### config.mk
export PLATFORM = sky130hd
export DESIGN_NAME = br_resolve
export DESIGN_NICKNAME = d
export VERILOG_FILES = /design/src/rtl/br_resolve.sv
export SDC_FILE = /design/constraint.sdc
export NUM_CORES = 1
export LEC_CHECK = 0
export CAP_MARGIN = 20
export CORE_ASPECT_RATIO = 1.4
export CORE_UTILIZATION = 38
export CTS_CLUSTER_DIAMETER = 120
export CTS_CLUSTER_SIZE = 16
export DETAILED_ROUTE_END_ITERATION = 7
export PLACE_DENSITY = 0.85
export REMOVE_ABC_BUFFERS = 1
export SLEW_MARGIN = 0
export SYNTH_ARGS = -nofsm -noshare
export SYNTH_HDL_FRONTEND = slang
export SYNTH_SLANG_ARGS = --single-unit
### constraint.sdc
create_clock -name i_clk -period 2.05 [get_ports i_clk]
set_input_delay 0.41 -clock i_clk [delete_from_list [all_inputs] [get_ports i_clk]]
set_output_delay 0.41 -clock i_clk [all_outputs]
set_load 0.03 [all_outputs]
### src/rtl/br_resolve.sv
// Branch resolution with a 2-bit saturating BHT predictor and a registered redirect.
// Optional counters are compiled in with BR_RESOLVE_STATS_EN.
module br_resolve #(
    parameter int BHT_IDX_W = 4
) (
    input  logic        i_clk,
    input  logic        i_rst_n,
    input  logic        i_valid,
    input  logic        i_is_jump,
    input  logic [2:0]  i_funct3,
    input  logic        i_br_less,
    input  logic        i_br_equal,
    input  logic [31:0] i_pc,
    input  logic [31:0] i_target,
    input  logic        i_pred_taken,
    input  logic [31:0] i_lookup_pc,
    output logic        o_br_un,
    output logic        o_pred_taken,
    output logic        o_redirect,
    output logic [31:0] o_redirect_pc,
    output logic        o_illegal,
    output logic [31:0] o_br_cnt,
    output logic [31:0] o_mispred_cnt
);
    localparam int N = 1 << BHT_IDX_W;

    logic [1:0]           r_bht [N];
    logic                 r_redirect;
    logic                 r_illegal;
    logic [31:0]          r_redirect_pc;

    logic                 w_accept;
    logic                 w_cond;
    logic                 w_bad_f3;
    logic                 w_taken;
    logic                 w_mispred;
    logic                 w_bht_we;
    logic [BHT_IDX_W-1:0] w_upd_idx;
    logic [BHT_IDX_W-1:0] w_lk_idx;
    logic [1:0]           w_ctr;
    logic [1:0]           w_ctr_nxt;
    logic                 w_unused;

    assign w_unused  = ^{i_lookup_pc[31:BHT_IDX_W+2], i_lookup_pc[1:0]};

    // A request arriving during a redirect pulse is on the wrong path.
    assign w_accept  = i_valid & ~r_redirect;
    assign w_cond    = ~i_is_jump;
    assign w_bad_f3  = w_cond & (i_funct3[2:1] == 2'b01);
    assign w_mispred = w_taken != i_pred_taken;
    assign w_bht_we  = w_accept & w_cond & ~w_bad_f3;

    assign w_upd_idx = i_pc[BHT_IDX_W+1:2];
    assign w_lk_idx  = i_lookup_pc[BHT_IDX_W+1:2];
    assign w_ctr     = r_bht[w_upd_idx];

    assign o_br_un       = w_cond & i_funct3[1];
    assign o_pred_taken  = r_bht[w_lk_idx][1];
    assign o_redirect    = r_redirect;
    assign o_redirect_pc = r_redirect_pc;
    assign o_illegal     = r_illegal;

    always_comb begin
        w_taken = 1'b0;
        if (i_is_jump) begin
            w_taken = 1'b1;
        end else begin
            case (i_funct3)
                3'b000:  w_taken = i_br_equal;
                3'b001:  w_taken = ~i_br_equal;
                3'b100:  w_taken = i_br_less;
                3'b101:  w_taken = ~i_br_less;
                3'b110:  w_taken = i_br_less;
                3'b111:  w_taken = ~i_br_less;
                default: w_taken = 1'b0;
            endcase
        end
    end

    always_comb begin
        w_ctr_nxt = w_ctr;
        if (w_taken) begin
            if (w_ctr != 2'b11) w_ctr_nxt = w_ctr + 2'b01;
        end else begin
            if (w_ctr != 2'b00) w_ctr_nxt = w_ctr - 2'b01;
        end
    end

    always_ff @(posedge i_clk) begin
        if (!i_rst_n) begin
            r_redirect    <= 1'b0;
            r_illegal     <= 1'b0;
            r_redirect_pc <= 32'd0;
            for (int i = 0; i < N; i++) r_bht[i] <= 2'b01;
        end else begin
            r_redirect <= w_accept & w_mispred;
            r_illegal  <= w_accept & w_bad_f3;
            if (w_accept)
                r_redirect_pc <= w_taken ? i_target : i_pc + 32'd4;
            if (w_bht_we)
                r_bht[w_upd_idx] <= w_ctr_nxt;
        end
    end

`ifdef BR_RESOLVE_STATS_EN
    logic [31:0] r_br_cnt;
    logic [31:0] r_mispred_cnt;

    always_ff @(posedge i_clk) begin
        if (!i_rst_n) begin
            r_br_cnt      <= 32'd0;
            r_mispred_cnt <= 32'd0;
        end else begin
            if (w_bht_we)
                r_br_cnt <= r_br_cnt + 32'd1;
            if (w_accept & w_mispred)
                r_mispred_cnt <= r_mispred_cnt + 32'd1;
        end
    end

    assign o_br_cnt      = r_br_cnt;
    assign o_mispred_cnt = r_mispred_cnt;
`else
    assign o_br_cnt      = 32'd0;
    assign o_mispred_cnt = 32'd0;
`endif

endmodule

==> results.toml, run 1 <==
[synthesis]
syn_area_sq_um = 4450
avgSynthCellArea_sq_um = 8.96
async_flop_share_pct = 0
yosysSeqAreaShare_pct = 36.9
synth-main-ff-cell = "dfxtp_1"
yosys.area.top_type = "edfxtp_1"
yosysTopAreaCellShare_pct = 21.6
ys_warn_count = 0
ys_ff_latch = 66
syn_inst = 497
synthDistinctLibCells = 47
synth_area_leaders = "edfxtp_1, dfxtp_1, buf_4, mux4_2, nand2_1"
synth_edf_count = 32

[sta]
setup_violations = 1
skew_ns = 0.00793
slew_headroom_pct = 59.2
fin_crit_ns = 2.35
fmax_mhz = 425
tightestPinTransition_ns = 0.612
hold_viol_final = 0
min_period_over_period_pct = 115
fin_ws_ns = -0.304
grt_setup_unrepaired = "true"
drv_slew = 0

[finish]
multi_input_area_sq_um = 2450
final_common_cell = "clkdlybuf4s50_1"
final_cell_mix = "clkdlybuf4s50_1, nand2_1, conb_1, buf_4"
drive_above_1_share_pct = 18.6
finalNonFillerCells = 812
regArea_sq_um = 1640
syn_to_final_growth_pct = 41.1
nets = 774
fillers = 1014
final_area_sq_um = 6280
antenna_cells = 0

[outcome]
failed_checks = "setup timing"
status = "finished with violations"

[placed_design]
place_ws_ns = -0.640
dp.cells = 791
placed_area_sq_um = 5910
port-buffer-count = 113
dpl.hpwl_mm = 10.0
globalplace.congestion = 0.897

[hold_path]
min-delay-start = "o_redirect_pc[5]"
whs_endpoint = "o_redirect_pc[5]"
hold_class = "reg2reg"
holdPathStages = 2

[power]
internal_power_w = 0.00275
switching_share_pct = 31.1
p_leak_nw = 2.47
clockPowerShare_pct = 34.9
seq_power_share_pct = 37.4
ir_drop_mv = 0.325
p_sw_w = 0.00124
power.density_nw_per_um2 = 635
p_comb_share_pct = 27.6

[global_route]
grt_max_degree = 54
antenna_found_initial = 0
grt_busiest_layer = "met2"
grt_use_total_pct = 21.6
grt_util_met3_pct = 4.25
overflow = 0
grt_pass1_vias = 4111
grt_pass1_wl_mm = 19.7
use_met1_pct = 21.3
grtUsageMet2_pct = 42.1

[floorplanning]
die_h_um = 130
coreArea_sq_um = 11400
num_io_pins = 206
die_area_sq_um = 12200
die_w_um = 93.5
rows = 46
start_util_pct = 39.1

[worst_setup_path]
critical_path.startpoint_type = "flop"
r2r_slack_ns = 0.15
end_kind = "primary output"
crit_start = "r_bht[3][1]"
critPathRequiredTime_ns = 1.64
worstSetupPathType = "reg2out"
arrival_ns = 1.94
reg2reg_depth = 4
r2r_end = "r_bht[12][1]"
cp_max_fo = 2
r2r-start = "r_bht[4][1]"

[flow_run]
maxCapViolCount = 0

[cts]
cts.sinks = 66
cts_made_buffers = 9
ctsHoldBuffers = 0
cts_tree = "yes"
clk_pin_slew_ns = 0.06
cts_root_buffer = "clkbuf_16"
htreeDepth = 3
cts.path.max_buffers = 2
clkLatencyLatePin_ns = 0.33

[routing]
avgRoutedWirePerCell_um = 16.0
routed_wl_mm = 13.0
drc = 0
drtPass1Iterations = 4
drt_iter0_drc = 136
vias = 4141
viasPerCell = 5.10
ant_nets = 0
[worst max path at each step]
stage          cells after the start            to  slack (ns)
6_report                           3  o_pred_taken       -0.30
4_1_cts                            3  o_pred_taken       -0.31
3_3_place_gp                       4  o_pred_taken       -0.62
3_5_place_dp                       4  o_pred_taken       -0.64
2_1_floorplan                      5  r_bht[13][0]       -1.06
5_1_grt                            3  o_pred_taken       -0.31
[critical path: stages, from the launching register on]
cell      delay [ns]
edfxtp_1        0.44
mux4_2          0.50
mux4_2          0.51
buf_6           0.16
[area by class of cell]
class | count | area share, %
tap | 144 | 2.87
clock buffer | 12 | 3.92
sequential | 66 | 26.1
inverter | 9 | 0.538
timing repair buffer | 182 | 27.3
clock inverter | 3 | 0.279
multi-input combinational | 396 | 38.9
[layer usage]
metal | part of all wire [%] | routed length (um)
met1 | 34 | 4470
met2 | 55 | 7140
met5 | 0 | 0
met4 | 3.7 | 482
met3 | 6.7 | 864
[metrics by stage]
stage	util (%)	power, W	hold WS, ns	setup TNS [ns]
final	55.1	0.00399	0.473	-0.304
after global routing	55.1	0.00415	0.496	-0.306
after CTS	54.7	0.00401	0.471	-0.311
after detailed placement	51.9	0.00259	0.464	-35.41
after global placement	51.9	0.00257	0.455	-31.53
after floorplan	-	0.00206	0.486	-68.10
[registers in the layout, indices dropped and copies added (netlist names)]
register / cells
o_redirect_pc: 32
o_redirect: 1
r_bht: 32
o_illegal: 1
[power groups by stage]
stage / Clock (W) / Combinational [W] / Sequential (W)
final: 0.00139 / 0.00110 / 0.00149
after global routing: 0.00148 / 0.00118 / 0.00150
after CTS: 0.00143 / 0.00109 / 0.00149
after detailed placement: 0 / 0.00107 / 0.00152
after global placement: 0 / 0.00105 / 0.00151
after floorplan: 0 / 0.000448 / 0.00162
[logic make-up after synthesis]
family | share of synthesized area [%]
other | 0.0842
and+or+nand+nor | 23.4
AOI/OAI and AO/OA | 10.1
adders and majority gates | 2.11
xor gates and xnor gates | 6.10
buffers and inverters | 14.6
muxes | 6.80
DFF | 36.9
[what timing repair did]
| action | in CTS | in global routing |
|---|---|---|
| setup buffers | 5 | 1 |
| pin swaps | 7 | 5 |
| resized for setup | 16 | 17 |
| endpoints found under the setup margin | 50 | 55 |
[Yosys cell counts, types with 2 or more instances]
cell,number
o2bb2ai_2,2
xor2_1,20
o31ai_1,5
a21oi_1,9
mux4_2,13
a31oi_1,3
nor2_1,33
o221ai_1,3
buf_2,4
dfxtp_1,34
maj3_2,3
nand3_1,40
nand4_2,2
nand2_1,77
nand4_1,11
buf_6,3
inv_1,9
nor2b_1,6
clkbuf_1,11
and3_1,6
nor3_1,6
buf_4,68
o21ai_1,2
ha_1,4
a21oi_4,2
nand2b_1,14
nor4_2,2
o21ai_0,43
xnor2_1,11
buf_1,3
edfxtp_1,32
Power figures use the tool's default switching activity.
==> inputs of run 2 (changes only) <==
--- a/config.mk
+++ b/config.mk
@@ -7,10 +7,13 @@
 export LEC_CHECK = 0
 export CAP_MARGIN = 20
+export CELL_PAD_IN_SITES_DETAIL_PLACEMENT = 0
+export CELL_PAD_IN_SITES_GLOBAL_PLACEMENT = 2
 export CORE_ASPECT_RATIO = 1.4
-export CORE_UTILIZATION = 38
+export CORE_UTILIZATION = 32
 export CTS_CLUSTER_DIAMETER = 120
 export CTS_CLUSTER_SIZE = 16
 export DETAILED_ROUTE_END_ITERATION = 7
-export PLACE_DENSITY = 0.85
+export DONT_BUFFER_PORTS = 1
+export PLACE_DENSITY = 0.83
 export REMOVE_ABC_BUFFERS = 1
 export SLEW_MARGIN = 0
==> constraint.sdc (replaced) <==
create_clock -name i_clk -period 2.05 [get_ports i_clk]
set_input_delay 0.41 -clock i_clk [delete_from_list [all_inputs] [get_ports i_clk]]
set_output_delay 0.41 -clock i_clk [all_outputs]
set_load 0.01 [all_outputs]
==> run 2 against run 1 <==
Effect of this change:
- the flow still finishes with violations (setup timing)
- worst setup slack better by 0.21 ns
- sequential power is essentially flat
- flip-flop and latch count did not move
- clock power about the same
==> results.toml, run 2 (same netlist as run 1, synthesis figures left out) <==
[power]
power.density_nw_per_um2 = 721
p_sw_w = 0.000920
p_comb_share_pct = 13.5
seq_power_share_pct = 44.9
internal_power_w = 0.00247
ir_drop_mv = 0.274
clockPowerShare_pct = 41.5
switching_share_pct = 27.1
p_leak_nw = 1.69

[floorplanning]
num_io_pins = 206
die_h_um = 142
start_util_pct = 33.1
die_area_sq_um = 14400
die_w_um = 102
coreArea_sq_um = 13500
rows = 50

[routing]
met2_length_mm = 6.54
wirelength_met1_mm = 4.22
viasPerCell = 4.84
drtPass1Iterations = 5
routed_wl_mm = 11.8
drt_iter0_drc = 149
topRoutingLayerUsed = "met4"
avgRoutedWirePerCell_um = 17.3
drc = 0
vias = 3304
route.met3.wl_um = 890
ant_nets = 0

[global_route]
grt_pass1_vias = 3277
antenna_found_initial = 0
grt_max_degree = 55
grt_pass1_wl_mm = 17.9
grt_use_total_pct = 16.8
overflow = 0

[sta]
drv_slew = 0
fin_ws_ns = -0.0977
fin_crit_ns = 2.15
grt_setup_unrepaired = "true"
fmax_mhz = 466
whs_ns = 0.153
skew_ns = 0.00956
setup_violations = 1
min_period_over_period_pct = 105
hold_viol_final = 0

[hold_path]
hold_class = "in2reg"
min-delay-start = "i_funct3[2]"
whs_endpoint = "o_illegal"
holdPathStages = 1

[cts]
htreeDepth = 3
cts_tree = "yes"
ctsHoldBuffers = 0
cts.repair.resized = 0
cts.path.max_buffers = 2
clkLatencyLatePin_ns = 0.33
clk_pin_slew_ns = 0.06
postCtsSetupBuffers = 0
cts_made_buffers = 9
cts_root_buffer = "clkbuf_16"
cts.sinks = 66

[finish]
final_cell_mix = "nand2_1, conb_1, o21ai_0, nand3_1, dfxtp_1"
final_common_cell = "nand2_1"
drive_above_1_share_pct = 11.4
syn_to_final_growth_pct = 5.62
antenna_cells = 0
nets = 605
utilization_pct = 35.0
finalNonFillerCells = 682

[worst_setup_path]
arrival_ns = 1.74
reg2reg_depth = 5
end_kind = "primary output"
critPathRequiredTime_ns = 1.64
r2r_end = "r_bht[12][0]"
critical_path.startpoint_type = "flop"
r2r-start = "r_bht[15][1]"
worstSetupPathType = "reg2out"
cp_max_fo = 2
r2r_slack_ns = 0.15

[outcome]
status = "finished with violations"
failed_checks = "setup timing"

[placed_design]
port-buffer-count = 0
dp.cells = 666
globalplace.congestion = 0.795
dpl.hpwl_mm = 8.82

[flow_run]
maxCapViolCount = 0
## run 2: worst max-delay path by stage
stage	from	endpoint	slack, ns	cells after the start
detailed placement	i_funct3[0]	r_bht[4][1]	0.04	5
floorplan	i_valid	r_bht[13][0]	-1.04	5
CTS	r_bht[15][1]	o_pred_taken	-0.10	2
finish	r_bht[0][1]	o_pred_taken	-0.1	2
global route	r_bht[15][1]	o_pred_taken	-0.14	2
global placement	i_funct3[0]	r_bht[13][1]	0.06	5
## run 2: through the flow
step / cell area [sq um] / worst slack (ns) / TNS [ns] / total power, W
final: 4700 / -0.0977 / -0.0977 / 0.00339
after global routing: 4700 / -0.139 / -0.139 / 0.00355
after CTS: 4700 / -0.105 / -0.105 / 0.00343
after detailed placement: 4440 / 0.0367 / 0 / 0.00201
after global placement: 4440 / 0.0560 / 0 / 0.00200
after floorplan: 4070 / -1.04 / -66.57 / 0.00187
## run 2: critical path, stage by stage, from the launching register on
cell	delay, ns
edfxtp_1	0.42
mux4_2	0.48
mux4_2	0.51
## run 2: final cells by class
cell class	count	area, sq um
multi-input combinational	396	2410
clock inverter	2	12.5
sequential	66	1640
inverter	9	33.8
fill	1412	8750
tap	182	228
clock buffer	14	254
timing repair buffer	13	123
## run 2: power by group through the flow
stage | clock (W) | sequential (W) | combinational, W
floorplan | 0 | 0.00153 | 0.000341
global placement | 0 | 0.00155 | 0.000450
detailed placement | 0 | 0.00155 | 0.000459
CTS | 0.00144 | 0.00153 | 0.000460
global route | 0.00150 | 0.00153 | 0.000514
finish | 0.00141 | 0.00152 | 0.000459
## run 2: routing by layer
layer	global-route usage [%]	vias to the layer above
met2	30.9	117
met1	18.0	1573
met3	5.12	10
met4	5.49	0
li1	-	1604
met5	0	-
==> patch 1, RTL diff (config.mk and constraints of run 2) <==
Remove the register `r_illegal`: a continuous assignment takes its place, so the output `o_illegal` follows one clock earlier.
--- a/src/rtl/br_resolve.sv
+++ b/src/rtl/br_resolve.sv
@@ -91,3 +91,2 @@
             r_redirect    <= 1'b0;
-            r_illegal     <= 1'b0;
             r_redirect_pc <= 32'd0;
@@ -96,3 +95,2 @@
             r_redirect <= w_accept & w_mispred;
-            r_illegal  <= w_accept & w_bad_f3;
             if (w_accept)
@@ -103,2 +101,4 @@
     end
+
+    assign r_illegal = w_accept & w_bad_f3;
 
Function: changed (a bounded check fails within 4 cycles, from zero or initial values and one cycle with i_rst_n low).
==> patch 1 against run 2 <==
  * The flow still finishes with violations (setup timing)
  * First-iteration DRC count grew 2.7%
  * Sequential cell count shrank 1
  * Synthesized area shrank 0.28%
  * Total power grew 3.1%
  * Clock skew shrank 0.0036 ns
  * Setup slack gained 0.0087 ns
  * Clock power grew 9.9%
  * Design area shrank 0.61%
  * Worst hold slack gained 0.041 ns
  * Wire length shrank 8.1%
  * Critical endpoint unchanged
  * Largest cell class unchanged
  * Highest routed layer unchanged
==> patch 1: results (changes against run 2) <==
Outcome = finished with violations
Failing checks = setup timing
Syn avg cell area = 8.96 µm² (about the same)
Global-route wire length before repair = 17.1 mm (-4.5%)
Power Density = 747 nW/µm² (+3.7%)
Worst R2R Start = r_bht[13][1]
Fillers = 1400 (-0.85%)
Setup ws final = -0.0890 ns (+0.00868 ns)
Peak supply drop = 414 µV (+51%)
Worst Skew = 0.00592 ns (-0.00364 ns)
Final Setup Violations = 1 (unchanged)
Net Switching = 0.000890 W (-3.2%)
Synth cell count leaders = buf_4 (69), nand2_1 (68), o21ai_0 (45)
Sink of the worst hold path = o_redirect_pc[27]
Share of cells above drive strength 1 = 10.5% (-0.92 points)
Synth area leaders = edfxtp_1 (22%), dfxtp_1 (15%), buf_4 (12%)
Vias in the first global route = 3409 (+4.0%)
Drt pass-1 iters = 4 (-1)
Setup TNS = -0.0890 ns (+0.00868 ns)
Avg WL per Cell = 16.0 µm (-7.5%)
Worst R2R Setup Slack = 0.12 ns (-0.03 ns)
Post-synthesis compound-gate area fraction = 11.0% (+0.90 points)
Total Nets Final = 601 (-0.66%)
Leakage = 1.70 nW (+0.54%)
Gr usage total = 15.6% (-1.3 points)
WHS Path Cells = 2 (+1)
Post-Synth XOR/XNOR Area = 5.92% (-0.18 points)
WHS = 0.195 ns (+0.0411 ns)
Final HPWL DP = 8.09 mm (-8.3%)
Sequential fraction of the synthesis area = 36.5% (-0.35 points)
Sequential power share = 43.2% (-1.7 points)
Worst setup path start = r_bht[8][1]
Drt first-iter violations = 153 (+2.7%)
Pin count of the biggest net entering global routing = 53 (-3.6%)
Gp weighted congestion = 0.754 (-5.1%)
Adder-Cell Fraction of Synth Area = 1.63% (-0.47 points)
Final WL = 10.8 mm (-8.1%)
Placed Cells incl. Taps = 662 (-0.60%)
Place WS = -0.0508 ns (-0.0875 ns)
R2R depth = 6 (+1)
Comb. pwr = 0.000438 W (-4.6%)
Min-delay src = i_rst_n
[patch 1: changes by cell type after synthesis, moves of 3 or more]
cell / change
nand2_1: -9
xnor2_1: -4
a21oi_1: +3
and2_1: +3
clkbuf_1: +3
nand4_1: +3
xor2_1: +3
[patch 1: critical path, cell delays in order (launching register included)]
cell and delay [ns]:
edfxtp_1 0.41, mux4_2 0.47, mux4_2 0.52
[patch 1: layout make-up]
| cell class | count | area, µm² | share of cell area [%] |
|---|---|---|---|
| multi-input cells | 396 | 2410 | 51.6 |
| flip-flops and latches | 65 | 1620 | 34.7 |
| clock buffers | 13 | 262 | 5.59 |
| well taps | 182 | 228 | 4.87 |
| repair buffers | 11 | 82.6 | 1.77 |
| clock inverters | 3 | 40.0 | 0.856 |
| inverters | 8 | 30.0 | 0.642 |
[patch 1: per-layer routing]
metal	track usage [%]	wire, µm	vias to the layer above
met2	27.7	5670	135
met4	6.64	217	0
met5	0	0	-
met3	6.60	1060	19
li1	-	-	1606
met1	15.6	3890	1588
==> patch 2, RTL diff (flow settings as in run 2) <==
Made on the original files. The option `BR_RESOLVE_STATS_EN` is turned on by a define.
--- a/src/rtl/br_resolve.sv
+++ b/src/rtl/br_resolve.sv
@@ -2,2 +2,4 @@
 // Optional counters are compiled in with BR_RESOLVE_STATS_EN.
+`define BR_RESOLVE_STATS_EN
+
 module br_resolve #(
Formal check against the unedited RTL: not equivalent (Yosys sat finds a counterexample within 4 cycles, from zero or initial values and one cycle with i_rst_n low).
==> patch 2 against run 2 <==
  * The flow still finishes with violations (setup timing)
  * Sequential share of layout area down 1.0 points
  * Clock skew down 0.0020 ns
  * Setup slack worse by 0.11 ns
  * Sequential cell count increased by 64
  * Wire length grew 67%
  * Fmax shrank 4.9%
  * Combinational power rose by 16%
  * Design area up 83%
  * Synthesized area rose by 54%
  * Total power increased by 91%
  * Global-route usage grew 0.84 points
  * Non-clock buffer count rose by 86
  * Largest cell class unchanged
==> patch 2: results (changes against run 2) <==
Initial antenna violation count = 0 (unchanged)
Synth cell count leaders = dfxtp_1 (98), nand2_1 (75), nand3_1 (64)
Top FF cell, synth = dfxtp_1
Gr usage total = 17.7% (+0.84 points)
Total CTS buffers = 17 (+8)
Leakage = 3.04 nW (+80%)
Share of cells above drive strength 1 = 21.0% (+9.6 points)
Synth area leaders = dfxtp_1 (29%), edfxtp_1 (14%), xnor2_1 (5.5%)
Setup TNS = -0.209 ns (-0.111 ns)
Setup ws final = -0.209 ns (-0.111 ns)
Pin count of the biggest net entering global routing = 63 (+15%)
CTS max path bufs = 2 (unchanged)
Clock transition at the registers of the reported paths = 0.06 ns (about the same)
Drt pass-1 iters = 4 (-1)
ANT cells = 0 (unchanged)
WHS Path Cells = 1 (unchanged)
Async set-or-reset flop fraction in the synthesized netlist = 0% (unchanged)
Final HPWL DP = 14.0 mm (+59%)
Final Setup Violations = 1 (unchanged)
Failing checks = setup timing
Synth unique cells = 50 (+6.4%)
PortBufs = 0 (unchanged)
Arrival time worst endpoint = 1.85 ns (+0.11 ns)
Worst Skew = 0.00755 ns (-0.00201 ns)
Worst R2R Setup Slack = 0.01 ns (-0.14 ns)
Vias in the first global route = 5800 (+77%)
Worst flop-to-flop path endpoint = o_mispred_cnt[2]
Syn avg cell area = 9.03 µm² (+0.77%)
Outcome = finished with violations
Clock latency on the worst-skew pair = 0.42 ns (+0.09 ns)
Global-route wire length before repair = 30.3 mm (+70%)
Min-delay src = i_funct3[2]
Gp weighted congestion = 0.770 (-3.1%)
H-tree depth = 4 (+1)
WHS = 0.0525 ns (-0.101 ns)
Root Driver = clkbuf_16
Worst R2R Start = o_redirect
Non-filler instance count after layout = 1103 (+62%)
Total Nets Final = 942 (+56%)
Peak supply drop = 585 µV (+110%)
Vias per cell = 5.40 (+12%)
R2R depth = 8 (+3)
Sequential fraction of the synthesis area = 42.5% (+5.7 points)
Worst-margin pin slew = 0.738 ns
Slowest stage cell, crit path = mux4_2
Drt first-iter violations = 273 (+83%)
Post-synth EDFFs = 32 (unchanged)
Avg WL per Cell = 17.8 µm (+3.2%)
==> patch 2: cell count changes after synthesis, sizes merged, moves of 23 or more <==
cell / before / now
a21oi: 11 / 41
buf: 78 / 11
clkbuf: 11 / 38
dfxtp: 34 / 98
nand3: 41 / 64
or4: 0 / 25
xnor2: 11 / 43
==> patch 2: worst max path at each step <==
stage	startpoint	to	slack, ns	cells after the start
after floorplan	i_funct3[0]	o_mispred_cnt[11]	-0.99	5
after global placement	i_funct3[0]	o_mispred_cnt[3]	-0.24	8
after detailed placement	i_funct3[2]	o_mispred_cnt[5]	-0.19	6
after CTS	r_bht[12][1]	o_pred_taken	-0.24	2
after global routing	r_bht[12][1]	o_pred_taken	-0.25	2
final	r_bht[1][1]	o_pred_taken	-0.21	2
==> patch 2: metal layers <==
metal / global-route usage, % / routed length (µm)
met1: 19.1 / 7770
met2: 31.9 / 10400
met3: 5.51 / 1200
met4: 6.93 / 350
met5: 0 / 0
==> patch 2: layout make-up <==
cell class	instances	area [µm²]
flip-flops and latches	130	2920
inverters	15	56.3
well taps	260	325
clock buffers	22	474
clock inverters	10	131
fillers	2122	12500
multi-input cells	567	3880
repair buffers	99	832
==> patch 2: cell families (layout without fill, tap and decap cells) <==
family                     count (synthesis)  in the layout  synth area share, %
AOI/OAI and AO/OA                        134            134                 12.1
xor gates and xnor gates                  52             52                 6.63
adders and majority gates                  8              8                 1.38
buffers and inverters                     64            146                 3.79
DFF                                      130            130                 42.5
muxes                                     34             34                 7.32
and+or+nand+nor                          339            339                 26.2
==> patch 2: power breakdown <==
part / internal, W / switching, W / total (W) / leakage [nW]
clock: 0.00200 / 0.00115 / 0.00315 / 0.300
combinational: 0.000249 / 0.000282 / 0.000531 / 1.67
sequential: 0.00270 / 0.0000847 / 0.00279 / 1.07
total: 0.00495 / 0.00152 / 0.00647 / 3.04
==> patch 2: repair_timing <==
action / CTS / global route
buffers inserted: 0 / 7
resized for setup: 6 / 32
endpoints found under the setup margin: 4 / 29
pin swaps: 2 / 18
gates cloned: 0 / 3
==> patch 2: per-stage QoR <==
stage	utilization, %	setup slack (ns)	area (µm²)	power, W
6_report	40.8	-0.209	8630	0.00647
5_1_grt	40.8	-0.254	8630	0.00672
4_1_cts	39.6	-0.242	8370	0.00653
3_5_place_dp	36.6	-0.187	7730	0.00336
3_3_place_gp	36.6	-0.240	7730	0.00335
2_1_floorplan	-	-0.988	6670	0.00314
==> patch 2: worst max-delay path: cells and delay by family, from the launching register on <==
kind	cells	cell delay, ns
DFF	1	0.40
muxes	2	1.02
